File: src/rtl/mem_access_stage_pkg.sv
// Shared types for the memory-access stage: micro-ops, the execute bundle,
// FSM states and load-classification helpers.
package mem_access_stage_pkg;

  typedef enum logic [3:0] {
    OP_NOP,
    OP_LB,
    OP_LH,
    OP_LW,
    OP_LBU,
    OP_LHU,
    OP_FLWS,
    OP_SB,
    OP_SH,
    OP_SW,
    OP_FSWS
  } op_t;

  typedef struct packed {
    logic        load;
    logic        store;
    logic [31:0] addr;
    logic [3:0]  mask;
    logic [31:0] wdata;
  } mem_req_t;

  typedef enum logic [1:0] {
    IDLE,
    REQ,
    RESP,
    DONE
  } mem_state_e;

  function automatic logic is_signed_load(op_t op);
    return (op == OP_LB) || (op == OP_LH);
  endfunction

  function automatic logic is_fp_load(op_t op);
    return op == OP_FLWS;
  endfunction

endpackage

File: src/rtl/mem_access_stage_load_align.sv
// Load data extraction: picks the byte/half addressed by off
// and sign- or zero-extends it to a full word.
module mem_access_stage_load_align
  import mem_access_stage_pkg::*;
(
  input  logic [31:0] rdata,
  input  logic [1:0]  off,
  input  op_t         op,
  output logic [31:0] data
);

  logic [7:0]  byte_sel;
  logic [15:0] half_sel;
  logic        sgn;
  logic        is_b;
  logic        is_h;

  always_comb begin
    unique case (off)
      2'd0:    byte_sel = rdata[7:0];
      2'd1:    byte_sel = rdata[15:8];
      2'd2:    byte_sel = rdata[23:16];
      default: byte_sel = rdata[31:24];
    endcase
  end

  assign half_sel = off[1] ? rdata[31:16] : rdata[15:0];
  assign sgn      = is_signed_load(op);
  assign is_b     = (op == OP_LB) || (op == OP_LBU);
  assign is_h     = (op == OP_LH) || (op == OP_LHU);

  always_comb begin
    data = rdata;
    unique case (1'b1)
      is_b:    data = {{24{sgn & byte_sel[7]}}, byte_sel};
      is_h:    data = {{16{sgn & half_sel[15]}}, half_sel};
      default: data = rdata;
    endcase
  end

endmodule

File: src/rtl/mem_access_stage.sv
// Blocking memory stage: one word-aligned data-bus access at a time,
// load extraction and GPR/FPR writeback, with flush-kill and timeout.
module mem_access_stage
  import mem_access_stage_pkg::*;
#(
  parameter int unsigned TIMEOUT_CYCLES = 255
) (
  input  logic        clk,
  input  logic        rst,
  input  logic        flush,
  input  logic        in_valid,
  input  op_t         op,
  input  mem_req_t    mem_req,
  output logic        mem_busy,
  output logic        bus_req,
  output logic        bus_we,
  output logic [31:0] bus_addr,
  output logic [3:0]  bus_be,
  output logic [31:0] bus_wdata,
  input  logic        bus_gnt,
  input  logic        bus_rvalid,
  input  logic [31:0] bus_rdata,
  input  logic        bus_err,
  output logic        wb_valid,
  output logic [31:0] gpr_wdata,
  output logic [31:0] fpr_wdata,
  output logic        load_fault,
  output logic        store_fault
);

  mem_state_e  state;
  op_t         op_q;
  logic [1:0]  off_q;
  logic        kill_q;
  logic        err_q;
  logic [15:0] tmo_cnt;

  logic        accept;
  logic        resp_hit;
  logic        tmo_hit;
  logic        to_done;
  logic        fp_ld;
  logic [31:0] rsp_data;
  logic [31:0] ext_data;

  assign accept = (state == IDLE) & in_valid
                & (mem_req.load | mem_req.store) & ~flush;

  assign mem_busy = accept | (state == REQ) | (state == RESP);
  assign bus_req  = (state == REQ);

  assign tmo_hit  = (tmo_cnt == 16'(TIMEOUT_CYCLES - 1));
  assign resp_hit = ((state == REQ) & bus_gnt & bus_rvalid)
                  | ((state == RESP) & bus_rvalid);
  assign to_done  = resp_hit | ((state == RESP) & tmo_hit);

  // A timed-out access has no read data; extract from zero.
  assign rsp_data = resp_hit ? bus_rdata : 32'h0;
  assign fp_ld    = is_fp_load(op_q);

  mem_access_stage_load_align u_load_align (
    .rdata (rsp_data),
    .off   (off_q),
    .op    (op_q),
    .data  (ext_data)
  );

  assign wb_valid    = (state == DONE) & ~kill_q & ~flush;
  assign load_fault  = wb_valid & err_q & ~bus_we;
  assign store_fault = wb_valid & err_q & bus_we;

  always_ff @(posedge clk) begin
    if (rst) begin
      state     <= IDLE;
      op_q      <= OP_NOP;
      off_q     <= 2'b00;
      kill_q    <= 1'b0;
      err_q     <= 1'b0;
      tmo_cnt   <= 16'h0;
      bus_we    <= 1'b0;
      bus_addr  <= 32'h0;
      bus_be    <= 4'h0;
      bus_wdata <= 32'h0;
      gpr_wdata <= 32'h0;
      fpr_wdata <= 32'h0;
    end else begin
      unique case (state)
        IDLE: begin
          kill_q  <= 1'b0;
          tmo_cnt <= 16'h0;
          if (accept) begin
            op_q      <= op;
            off_q     <= mem_req.addr[1:0];
            bus_we    <= mem_req.store;
            bus_addr  <= {mem_req.addr[31:2], 2'b00};
            bus_be    <= mem_req.mask;
            bus_wdata <= mem_req.wdata;
            err_q     <= 1'b0;
            state     <= REQ;
          end
        end
        REQ: begin
          if (flush) kill_q <= 1'b1;
          if (bus_gnt) state <= bus_rvalid ? DONE : RESP;
        end
        RESP: begin
          if (flush) kill_q <= 1'b1;
          if (to_done) begin
            tmo_cnt <= 16'h0;
            state   <= DONE;
          end else begin
            tmo_cnt <= tmo_cnt + 16'h1;
          end
        end
        DONE: begin
          kill_q <= 1'b0;
          state  <= IDLE;
        end
        default: state <= IDLE;
      endcase

      if (to_done) begin
        err_q     <= resp_hit ? bus_err : 1'b1;
        gpr_wdata <= (bus_we | fp_ld) ? 32'h0 : ext_data;
        fpr_wdata <= (~bus_we & fp_ld) ? rsp_data : 32'h0;
      end
    end
  end

endmodule

File: config.mk
export PLATFORM = sky130hd
export DESIGN_NAME = mem_access_stage
export DESIGN_NICKNAME = d
export VERILOG_FILES = /design/src/rtl/mem_access_stage_pkg.sv /design/src/rtl/mem_access_stage_load_align.sv /design/src/rtl/mem_access_stage.sv
export SDC_FILE = /design/constraint.sdc
export NUM_CORES = 1
export LEC_CHECK = 0
export CAP_MARGIN = 20
export CORE_ASPECT_RATIO = 0.5
export CORE_MARGIN = 1
export CORE_UTILIZATION = 35
export DETAILED_ROUTE_END_ITERATION = 7
export PLACE_DENSITY = 0.66
export SETUP_SLACK_MARGIN = 0.4
export SYNTH_ARGS = -nofsm -noshare
export SYNTH_HDL_FRONTEND = slang
export SYNTH_SLANG_ARGS = --single-unit
export TNS_END_PERCENT = 100
File: constraint.sdc
create_clock -name clk -period 2.6 [get_ports clk]
set_clock_uncertainty 0.2 [all_clocks]
set_input_delay 0.39 -clock clk [delete_from_list [all_inputs] [get_ports clk]]
set_output_delay 0.39 -clock clk [all_outputs]
set_load 0.01 [all_outputs]
# Word level (Yosys, flattened, before mapping)
# Index checks and enable logic that the tools add are counted.
# W data, S select, Z words.
# word_totals
wordCells	84
regBits	157
# classes
eq_ne	15
n_mux	19
reduce_logical	13
bitwise	24
n_addsub	1
# ops
operator	n
$mux W32	3
$pmux W32 S2	1
$mux W16	2
$pmux W16 S2	1
$pmux W8 S3	1
$add A16 B1 Y16 const B	1
$eq A16 B8 Y1 const B	1
$and A1 B1 Y1	15
$eq A4 B3 Y1 const B	3
$pmux W2 S4	1
$eq A2 B2 Y1 const B	3
$mux W1	6
$mux W2	3
$or A1 B1 Y1	6
$reduce_bool A2 Y1	3
$eq A2 B1 Y1 const B	2
$eq A4 B1 Y1 const B	1
$eq A4 B2 Y1 const B	1
$logic_not A2 Y1	2
$ne A2 B1 Y1 const B	2
$ne A2 B2 Y1 const B	2
$reduce_and A2 Y1	2
$reduce_or A2 Y1	2
$logic_or A1 B1 Y1	3
other kinds (3)	5

# Logic depth before layout (Yosys ltp)
# depth
ltp_word	9
mapped_depth	11

# By module
# From an unflattened synthesis, not the netlist that was laid out.
# unflattened
cells_unflattened	824
hier_area_um2	6877.8
# by_module_without_submodules
mod	instances	cells_per_inst	area_per_inst_um2
mem_access_stage	1	749	6105.9
mem_access_stage_load_align	1	75	772.0

# Least setup slack after synthesis
# No wires, ideal clock.
# synth_timing
kind	register to register
startpoint	register state[1]
endpoint	register gpr_wdata[21]
stages_incl_launch_ff	12
t_required_ns	2.283
arrival_time_ns	2.164
period_less_slack_ns	2.481
setup_time_ns	0.117
path_buffers	4
setup_slack_ns	0.119
path_cell_list	dfxtp_1 > inv_1 > ha_1 > a21o_1 > and2_1 > clkbuf_1 > o21ba_2 > buf_6 > and4_1 > buf_6 > buf_12 > a22o_2
# synth_via
elab_chain_len	9
# synth_lines
item	line_no	rtl
start, declared	mem_access_stage.sv:31	mem_state_e state;
start signal, assigned	mem_access_stage.sv:104	if (bus_gnt) state <= bus_rvalid ? DONE : RESP;
$eq A2 B1 Y1 *	--	
named net bus_req	mem_access_stage.sv:15	output logic bus_req,
$and A1 B1 Y1 * (2 in series)	mem_access_stage.sv:53	assign resp_hit = ((state == REQ) & bus_gnt & bus_rvalid)
$or A1 B1 Y1 *	mem_access_stage.sv:54	| ((state == RESP) & bus_rvalid);
$mux W32	mem_access_stage.sv:58	assign rsp_data = resp_hit ? bus_rdata : 32'h0;
$pmux W8 S3 or $mux W16 (tied branches)	mem_access_stage_load_align.sv:19, mem_access_stage_load_align.sv:27	
$and A1 B1 Y1 (on tied branches)	mem_access_stage_load_align.sv:35, mem_access_stage_load_align.sv:36	
$pmux W32 S2	mem_access_stage_load_align.sv:34	unique case (1'b1)
$mux W32	mem_access_stage.sv:124	gpr_wdata <= (bus_we | fp_ld) ? 32'h0 : ext_data;
end signal, assigned	mem_access_stage.sv:124	
end, declared	mem_access_stage.sv:25	output logic [31:0] gpr_wdata,
# The timed path passes the listed nets; every way through them passes the cells marked *.
# A chain may end at the register's enable or synchronous reset.

# Final worst setup path
# layout_timing
startpoint	register state[1]
endpoint	register gpr_wdata[8]
# layout_via
elab_chain_len	9
# layout_lines
item	line_no	rtl
$eq A2 B1 Y1	mem_access_stage.sv:53	
$and A1 B1 Y1 (2 in series)	mem_access_stage.sv:53	
$or A1 B1 Y1	mem_access_stage.sv:54	
$mux W32	mem_access_stage.sv:58	
$pmux W8 S3	mem_access_stage_load_align.sv:19	unique case (off)
$and A1 B1 Y1	mem_access_stage_load_align.sv:35	is_b: data = {{24{sgn & byte_sel[7]}}, byte_sel};
$pmux W32 S2	mem_access_stage_load_align.sv:34	
$mux W32	mem_access_stage.sv:124	
# Parallel ways exist; a longest one is shown, timed or not.

==> results.sh <==
export IMPL_tritoncts="built"
export IMPL_hold_violations=0
export IMPL_critPathArrivalTime_ns=2.37
export IMPL_ys_types=64
export IMPL_final_common_cell="clkdlybuf4s50_1"
export IMPL_crit_slowest_cell="nor3_4"
export IMPL_p_total_uw=6942
export IMPL_grt_pass1_wl_mm=33.67
export IMPL_rsz0062_at_grt="true"
export IMPL_synth_edf_count=0
export IMPL_hold_class="register to register"
export IMPL_wl_mm=22.30
export IMPL_critPathMaxFanout=10
export IMPL_ys_ff_latch=157
export IMPL_place_ws_ns=-0.2288
export IMPL_grt_max_degree=126
export IMPL_num_rows=35
export IMPL_fmax_mhz=451.5
export IMPL_grt_util_all_layers_pct=21.86
export IMPL_grt_overflow=0
export IMPL_initial_core_util_pct=36.06
export IMPL_cts_buffer_depth=2
export IMPL_port_buffers=248
export IMPL_synth_area_um2=6696
export IMPL_end_kind="register"
export IMPL_wl_per_cell_um=16.92
export IMPL_cpPeakStageDelay_ns=0.40
export IMPL_timing_slew_headroom_pct=60.00
export IMPL_cp_data_required_time_ns=2.76
export IMPL_drc=0
export IMPL_cts_max_level=4
export IMPL_yosysWarningCount=0
export IMPL_p_leak_uw=0.003813
export IMPL_vias=6805
export IMPL_dieArea_um2=19720
export IMPL_io_pins=251
export IMPL_dr_first_iter_drc_count=481
export IMPL_cp_cell_sequence="buf_6, ha_4, a21o_1, and2_1, nor3_4, clkbuf_16, a211oi_1, a21oi_1"
export IMPL_setup_ws_ns=0.3853
export IMPL_grt_pass1_vias=6390
export IMPL_clkSlewWorstSetupHoldPaths_ns=0.06
export IMPL_final_max_slew_viol_count=0
export IMPL_drt_pass1_iterations=6
export IMPL_syn_mean_instance_area_um2=8.520
export IMPL_drive_gt1_share_pct=14.26
export IMPL_nFillCells=1684
export IMPL_coreArea_um2=18570
export IMPL_synthToLayoutAreaGrowth_pct=56.88
export IMPL_cp_start_kind="register"
export IMPL_cp_top_family="simple AND/OR/NAND/NOR gates"
export IMPL_gp_congestion=0.8547
export IMPL_ir_drop_mv=0.5514
export IMPL_finalCritPeriodShare_pct=85.18
export IMPL_cts_buffers=17
export IMPL_final_cell_mix="clkdlybuf4s50_1 (241), nand2_1 (158), dfxtp_1 (148)"
export IMPL_synthCells=786
export IMPL_antenna_found_initial=0
export IMPL_antennaDiodeCount=0
export IMPL_clock_latency_ns=0.43
export IMPL_vias_per_cell=5.163
export IMPL_synthArstFlopShare_pct=0
export IMPL_cts_sinks=157
export IMPL_layout_nets=1165
export IMPL_p_per_area_nw_per_um2=660.8
export IMPL_path_buf_inv=2
export IMPL_die_h_um=99.81
export IMPL_dp_hpwl_mm=15.06
export IMPL_status="finished, final reports clean"
export IMPL_clock_root_buffer="clkbuf_16"
export IMPL_die_w_um=197.6
export IMPL_ys_seq_area_share_pct=46.94
export IMPL_ant_nets=0
export IMPL_layout_min_cycle_time_ns=2.215
export IMPL_ys_flop_type="dfxtp_1"
export IMPL_worstSetupPathType="register to register"
export IMPL_worst_slew_pin_slew_ns=0.5978
export IMPL_setup_viol=0
export IMPL_max_cap_violations=0
per-layer routing:
metal	part of all wire [%]	up-vias	GRT usage, %	wire (um)
li1	-	3316	-	-
met1	43	3228	26.99	9619
met2	48	231	36.70	10780
met3	6.8	30	6.149	1519
met4	1.7	0	7.692	384
met5	0	-	0	0
worst register-to-register path: stages (launching register included):
cell and delay (ns):
dfxtp_4 0.36, buf_6 0.12, ha_4 0.17, a21o_1 0.17, and2_1 0.22, nor3_4 0.40, clkbuf_16 0.25, a211oi_1 0.07
a21oi_1 0.18
registers in the layout, summed over array words and instances (netlist names):
name and count:
bus_wdata 32, gpr_wdata 32, fpr_wdata 32, bus_addr 30, kill_q 1, err_q 1, op_q 4, bus_be 4
off_q 2, state 2, tmo_cnt 16, bus_we 1
repair_timing:
item	in CTS	in global routing
gates cloned	0	3
endpoints found under the hold margin	0	0
hold buffers	0	0
pin swaps	1	4
buffers inserted	3	9
endpoints found under the setup margin	103	153
gates resized for setup	14	41
where the power goes:
group	switching [uW]	total, uW	internal [uW]
clock network	1020	2480	1470
logic	932	1800	873
registers	97.1	2650	2560
worst paths after layout:
path | slack, ns | to | from | cells after the start
setup / recovery | 0.39 | gpr_wdata[8] | state[1] | 8
hold reg to reg | 0.25 | bus_addr[9] | bus_addr[9] | 2
setup reg to reg | 0.39 | gpr_wdata[8] | state[1] | 8
hold / removal | 0.25 | bus_addr[9] | bus_addr[9] | 2
logic make-up (layout without fill, tap and decap cells):
| kind of cell | after synthesis | count (layout) | synth area share [%] |
|---|---|---|---|
| compound gates | 257 | 257 | 26.27 |
| xor+xnor | 3 | 3 | 0.3924 |
| fa+ha+maj | 6 | 6 | 1.121 |
| buf+inv | 74 | 345 | 4.970 |
| flops | 157 | 157 | 46.94 |
| mux | 11 | 11 | 1.962 |
| other cells | 1 | 2 | 0.05600 |
| simple gates | 277 | 278 | 18.29 |
synthesized netlist by cell type (2+ instances only):
cell	number	area, um2
nand2_1	160	600.6
dfxtp_1	157	3143
a21oi_1	95	475.5
nor2_1	61	229.0
clkbuf_1	53	198.9
a22oi_1	46	345.3
a21o_1	24	180.2
a22o_1	22	192.7
o21ai_0	18	90.09
a211oi_1	10	75.07
nor3b_1	10	75.07
a22o_2	8	80.08
a311oi_1	8	70.07
inv_1	8	30.03
a221o_1	7	70.07
buf_2	7	35.03
mux2_2	7	78.83
nand3_1	7	35.03
nor3_1	7	35.03
ha_1	6	75.07
and2_1	3	18.77
buf_6	3	33.78
mux2i_1	3	30.03
nand4_1	3	18.77
nor4_1	3	18.77
or3_1	3	18.77
and4_1	2	17.52
buf_4	2	15.01
nand2b_1	2	12.51
nand3b_1	2	15.01
nand4bb_1	2	22.52
nor2b_1	2	12.51
o211ai_1	2	15.01
or2_2	2	12.51
xnor2_1	2	17.52
stage by stage:
stage	std cells	setup TNS (ns)	util, %	hold WS (ns)	area (um2)
after floorplan	787	0	-	0.2484	6738
after global placement	1271	-1.197	51.73	0.2406	9604
after detailed placement	1271	-1.495	51.73	0.2476	9604
after CTS	1306	0	55.30	0.2545	10270
after global routing	1318	0	56.58	0.2632	10510
final	1318	0	56.58	0.2514	10510
final cells by class:
cell class | count | area [um2] | share of cell area (%)
Multi-Input combinational cell | 557 | 3423 | 32.59
Sequential cell | 157 | 3162 | 30.10
Timing Repair Buffer | 305 | 2985 | 28.42
Clock buffer | 23 | 467.9 | 4.454
Tap cell | 259 | 324.1 | 3.085
Clock inverter | 9 | 110.1 | 1.048
Inverter | 8 | 32.53 | 0.3097
Note: power is estimated with default switching activity, not from simulation.
